===== src/rtl/cdb_arbiter.sv =====
// cdb_arbiter: per-FU completion FIFOs merged onto one registered common data bus broadcast.
// Define CDB_RR_EN for round-robin arbitration; otherwise fixed priority (lowest FU index wins).
module cdb_arbiter #(
  parameter int unsigned NUM_FU = 4,
  parameter int unsigned TAG_W  = 5,
  parameter int unsigned DATA_W = 32,
  parameter int unsigned DEPTH  = 2,
  localparam int unsigned FU_W  = $clog2(NUM_FU)
) (
  input  logic                     clk_i,
  input  logic                     reset_i,
  input  logic                     flush_i,
  input  logic [NUM_FU-1:0]        fu_valid_i,
  output logic [NUM_FU-1:0]        fu_ready_o,
  input  logic [NUM_FU*TAG_W-1:0]  fu_tag_i,
  input  logic [NUM_FU*DATA_W-1:0] fu_data_i,
  output logic                     cdb_en_o,
  output logic [TAG_W-1:0]         cdb_reg_addr_o,
  output logic [DATA_W-1:0]        cdb_data_o,
  output logic [FU_W-1:0]          cdb_fu_o
);

  localparam int unsigned PTR_W = $clog2(DEPTH);
  localparam int unsigned CNT_W = PTR_W + 1;

  typedef struct packed {
    logic [TAG_W-1:0]  tag;
    logic [DATA_W-1:0] data;
  } entry_t;

  logic [NUM_FU-1:0] w_nonempty;
  logic [NUM_FU-1:0] w_push;
  logic [NUM_FU-1:0] w_pop;
  entry_t            w_heads [NUM_FU];
  logic              w_gnt_vld;
  logic [FU_W-1:0]   w_gnt_idx;

  logic              r_cdb_en;
  logic [TAG_W-1:0]  r_cdb_tag;
  logic [DATA_W-1:0] r_cdb_data;
  logic [FU_W-1:0]   r_cdb_fu;

`ifdef CDB_RR_EN
  logic [FU_W-1:0]   r_ptr;
`endif

  // Per-FU completion FIFO; ready is a registered copy of "not full".
  for (genvar g = 0; g < NUM_FU; g++) begin : g_fifo
    entry_t             r_mem [DEPTH];
    logic [PTR_W-1:0]   r_wptr;
    logic [PTR_W-1:0]   r_rptr;
    logic [CNT_W-1:0]   r_cnt;
    logic               r_ready;
    logic [TAG_W-1:0]   w_tag;
    logic [DATA_W-1:0]  w_data;
    logic [CNT_W-1:0]   w_cnt_nxt;

    assign w_tag         = fu_tag_i[g*TAG_W +: TAG_W];
    assign w_data        = fu_data_i[g*DATA_W +: DATA_W];
    assign w_nonempty[g] = (r_cnt != '0);
    // Tag 0 (x0) handshakes normally but is never stored.
    assign w_push[g]     = fu_valid_i[g] & r_ready & ~flush_i & (w_tag != '0);
    assign w_pop[g]      = w_gnt_vld & (w_gnt_idx == FU_W'(g));
    assign w_cnt_nxt     = r_cnt + CNT_W'(w_push[g]) - CNT_W'(w_pop[g]);
    assign w_heads[g]    = r_mem[r_rptr];
    assign fu_ready_o[g] = r_ready;

    always_ff @(posedge clk_i or negedge reset_i) begin
      if (!reset_i) begin
        r_wptr  <= '0;
        r_rptr  <= '0;
        r_cnt   <= '0;
        r_ready <= 1'b1;
      end else if (flush_i) begin
        r_wptr  <= '0;
        r_rptr  <= '0;
        r_cnt   <= '0;
        r_ready <= 1'b1;
      end else begin
        if (w_push[g]) r_wptr <= r_wptr + PTR_W'(1);
        if (w_pop[g])  r_rptr <= r_rptr + PTR_W'(1);
        r_cnt   <= w_cnt_nxt;
        r_ready <= (w_cnt_nxt != CNT_W'(DEPTH));
      end
    end

    always_ff @(posedge clk_i) begin
      if (w_push[g]) r_mem[r_wptr] <= {w_tag, w_data};
    end
  end

  // Grant search: later iterations overwrite earlier ones, so the last candidate checked wins.
  always_comb begin
    int unsigned j;
    j         = 0;
    w_gnt_vld = 1'b0;
    w_gnt_idx = '0;
    if (!flush_i) begin
      for (int unsigned n = 0; n < NUM_FU; n++) begin
`ifdef CDB_RR_EN
        j = (32'(r_ptr) + NUM_FU - n) % NUM_FU;
`else
        j = NUM_FU - 1 - n;
`endif
        if (w_nonempty[FU_W'(j)]) begin
          w_gnt_vld = 1'b1;
          w_gnt_idx = FU_W'(j);
        end
      end
    end
  end

`ifdef CDB_RR_EN
  // Last-granted pointer; moves only on a grant and survives flush.
  always_ff @(posedge clk_i or negedge reset_i) begin
    if (!reset_i) begin
      r_ptr <= FU_W'(NUM_FU - 1);
    end else if (w_gnt_vld) begin
      r_ptr <= w_gnt_idx;
    end
  end
`endif

  // Broadcast register; payload holds its value on idle cycles.
  always_ff @(posedge clk_i or negedge reset_i) begin
    if (!reset_i) begin
      r_cdb_en   <= 1'b0;
      r_cdb_tag  <= '0;
      r_cdb_data <= '0;
      r_cdb_fu   <= '0;
    end else begin
      r_cdb_en <= w_gnt_vld;
      if (w_gnt_vld) begin
        r_cdb_tag  <= w_heads[w_gnt_idx].tag;
        r_cdb_data <= w_heads[w_gnt_idx].data;
        r_cdb_fu   <= w_gnt_idx;
      end
    end
  end

  assign cdb_en_o       = r_cdb_en;
  assign cdb_reg_addr_o = r_cdb_tag;
  assign cdb_data_o     = r_cdb_data;
  assign cdb_fu_o       = r_cdb_fu;

endmodule


===== config.mk =====
export PLATFORM = sky130hd
export DESIGN_NAME = cdb_arbiter
export DESIGN_NICKNAME = d
export VERILOG_FILES = /design/src/rtl/cdb_arbiter.sv
export SDC_FILE = /design/constraint.sdc
export NUM_CORES = 1
export LEC_CHECK = 0
export ABC_AREA = 1
export CAP_MARGIN = 20
export CORE_AREA = 2 2 226 228
export CTS_BUF_LIST = sky130_fd_sc_hd__clkbuf_4 sky130_fd_sc_hd__clkbuf_8
export CTS_CLUSTER_DIAMETER = 80
export DETAILED_ROUTE_END_ITERATION = 12
export DIE_AREA = 0 0 228 230
export PLACE_DENSITY = 0.46
export SYNTH_ARGS = -nofsm -noshare
export SYNTH_HDL_FRONTEND = slang
export SYNTH_SLANG_ARGS = --single-unit

===== constraint.sdc =====
create_clock -name clk_i -period 3.2 [get_ports clk_i]
set_input_delay 0.32 -clock clk_i [delete_from_list [all_inputs] [get_ports clk_i]]
set_output_delay 0.32 -clock clk_i [all_outputs]
set_load 0.02 [all_outputs]

==> reports/metrics.csv <==
stage;metric;value;unit
outcome;status;complete, no violations;
worst_hold_path;hold_start;fu_data_i[63];
finish;fillers;5025;
route;drc;0;
global_routing;top_usage_layer;met2;
timing;min_period;2.32;ns
global_routing;gr-total-overflow;0;
clock_tree;clk_pin_slew;0.06;ns
setup_path;worstPathArrival;2.88;ns
pwr;vdd_drop_max;0.515;mV
placement;place_area;17700;sq um
route;first_iter_violations;679;
die;placementRows;82;
finish;multi_input_area;4020;sq um
finish;layout.nets;1754;
placement;dp_hpwl;27400;um
setup_path;worstPathMaxFanout;16;
synthesis;synth_nets;1532;
synthesis;netlist_instances;1369;
global_routing;grt_pass1_vias;10564;
setup_path;crit_type;reg2reg;
global_routing;grt.met2_usage;0.276;
route;wl_per_cell;18.4;um
clock_tree;post_cts_buffers;0;
clock_tree;cts.sinks;356;
timing;relSlewSlack;0.451;
timing;skew;0.0276;ns
run;cap_violations;0;
finish;drive_gt1_frac;0.105;
clock_tree;cts-buffers-inserted;67;
timing;drv_slew;0;
die;initial_core_util;0.299;
finish;regArea;10400;sq um
route;dr.pass1.iters;5;
finish;antenna_cells;0;
setup_path;crit_start;g_fifo[1].r_cnt[1]$_DFF_PN0_;
global_routing;grt_pass1_wl;64500;um
synthesis;synth_seq_area_share;0.697;
global_routing;grt_util_all_layers;0.165;
synthesis;synth-seq-cells;356;
die;dieArea;52400;sq um
placement;gp_congestion;0.833;
route;vias;10252;
finish;syn_to_final_growth;27.8;%
route;drt_wl_total;42600;um
die;ios;199;
die;die_w;228;um
global_routing;grtUsageMet1;0.209;
placement;port_buffers;198;
die;die_h;230;um
synthesis;synth_top_flop_cell;edfxtp_1;
timing;worst_pin_slew;0.824;ns
setup_path;worstPathRequired;3.76;ns
clock_tree;cts_tree;yes;
pwr;p_per_area;830;nW/um^2
setup_path;rr_startpoint;g_fifo[1].r_cnt[1]$_DFF_PN0_;
clock_tree;clockBufferDepth;3;
synthesis;avgSynthCellArea;10.9;sq um
global_routing;grt_antenna_before_repair;0;
synthesis;synth_edf_count;296;
timing;whs;0.259;ns
worst_hold_path;hp-class;in2reg;
clock_tree;cts_max_level;3;
pwr;p_leak;7.62;nW
timing;timing.final.crit_share;0.726;
global_routing;met3_usage;0.0451;
clock_tree;ctsResizeCount;0;
synthesis;ys_warn_count;0;
timing;setup_violations;0;
route;drt-vias-per-instance;4.43;
global_routing;grt_max_degree;75;
setup_path;end_kind;flop;
timing;final-hold-violation-count;0;
synthesis;synth_area;14900;sq um
timing;rsz0062_at_grt;no;
clock_tree;cts_root_buf;clkbuf_8;
finish;postLayoutCellArea;19100;sq um
timing;timing.setup.tns;0;ns
synthesis;synthArstFlopShare;0.169;
die;core;49900;sq um
clock_tree;clock_latency;0.64;ns
timing;clock.fmax;430;MHz
synthesis;ys_types;30;
setup_path;start_kind;flop;
route;ant_nets;0;
-- metal layers --
layer / vias to the layer above / wire, um
met3: 69 / 2430
li1: 5003 / -
met1: 4896 / 18500
met5: - / 0
met2: 284 / 20800
met4: 0 / 895
-- power breakdown --
part	switching, mW	internal [mW]
clock	1.93	2.54
combinational	3.55	1.80
sequential	0.292	5.72
-- sequential cells by signal, summed over array words and instances (netlist names) --
signal	cells
cdb_reg_addr_o	5
g_fifo.r_wptr	4
g_fifo.r_rptr	4
g_fifo.r_ready	4
g_fifo.r_mem	296
g_fifo.r_cnt	8
cdb_data_o	32
cdb_fu_o	2
cdb_en_o	1
-- critical path: stages, from the launching register on --
cell,delay (ns)
dfrtp_1,0.39
nor2_1,0.18
nand2_1,0.14
inv_1,0.14
nand3_4,0.22
nand2_1,0.19
clkinv_1,0.09
ha_1,0.28
inv_1,0.04
ha_1,0.19
xor2_1,0.16
nor2_1,0.15
nand2_1,0.08
-- path summary, 6_finish.rpt --
kind                                                     to  slack (ns)  depth (start not counted)
hold reg to reg                  cdb_data_o[31]$_DFFE_PN0P_        0.47                          2
min in group asynchronous        cdb_data_o[28]$_DFFE_PN0P_        0.38                          3
setup / recovery                g_fifo[1].r_ready$_DFF_PN1_        0.88                         12
hold / removal             g_fifo[1].r_mem[0][31]$_DFFE_PP_        0.26                          1
max in group asynchronous        cdb_data_o[19]$_DFFE_PN0P_        2.22                          3
setup reg to reg                g_fifo[1].r_ready$_DFF_PN1_        0.88                         12
-- cell families (layout without fill, tap and decap cells) --
| group | count (synthesis) | in the layout | synth area share |
|---|---|---|---|
| buffers and inverters | 108 | 383 | 0.0387 |
| DFF | 356 | 356 | 0.697 |
| xor gates and xnor gates | 8 | 8 | 0.00470 |
| and+or+nand+nor | 842 | 842 | 0.231 |
| AOI/OAI and AO/OA | 47 | 47 | 0.0222 |
| adders and majority gates | 8 | 8 | 0.00671 |
-- per-stage QoR --
stage	instances	total power [mW]	setup WS, ns	util
finish	2316	15.8	0.876	0.382
global route	2316	16.9	0.702	0.382
CTS	2316	16.2	0.865	0.382
detailed placement	2193	11.6	0.671	0.355
global placement	2193	11.6	0.699	0.355
floorplan	1369	9.42	0.248	-
-- cell usage in the layout (no fill, tap or decap), types with 2 or more instances in the layout --
cell and n:
nand2_1 645, edfxtp_1 296, clkdlybuf4s50_1 197, nand3_1 116, clkbuf_8 75, dfrtp_1 56
and2_0 37, clkbuf_4 34, inv_1 24, buf_4 21, nor2_1 20, a21boi_0 20
a21boi_1 17, nor2_4 9, buf_12 9, ha_1 8, nor3_1 7, clkinv_1 7
o21ai_0 7, inv_2 6, nand4_1 4, xnor2_1 4, xor2_1 4, dfstp_2 4
clkinvlp_4 3, nand2_2 2, clkinv_2 2, inv_6 2
-- timing repair --
item / in CTS / in global routing
hold buffers: 1 / 0
hold endpoints to repair: 56 / 0
setup endpoints to repair: 0 / 0
-- final cells by class --
cell class	instances	share of cell area
inverter	32	0.00643
sequential	356	0.545
timing repair buffer	229	0.122
clock inverter	13	0.00381
multi-input combinational	905	0.211
clock buffer	109	0.0676
tap	672	0.0441
-- cell usage after synthesis (6+ instances only) --
library cell / count / share of area
a21boi_0: 20 / 0.010
a21boi_1: 17 / 0.0086
and2_0: 37 / 0.016
buf_2: 34 / 0.011
buf_4: 20 / 0.010
buf_6: 7 / 0.0053
clkbuf_1: 15 / 0.0038
dfrtp_1: 56 / 0.094
edfxtp_1: 296 / 0.60
ha_1: 8 / 0.0067
inv_1: 24 / 0.0060
inv_2: 6 / 0.0015
nand2_1: 646 / 0.16
nand3_1: 116 / 0.039
nor2_1: 28 / 0.0070
nor3_1: 7 / 0.0023
o21ai_0: 7 / 0.0023
Note: power is estimated with default switching activity, not from simulation.
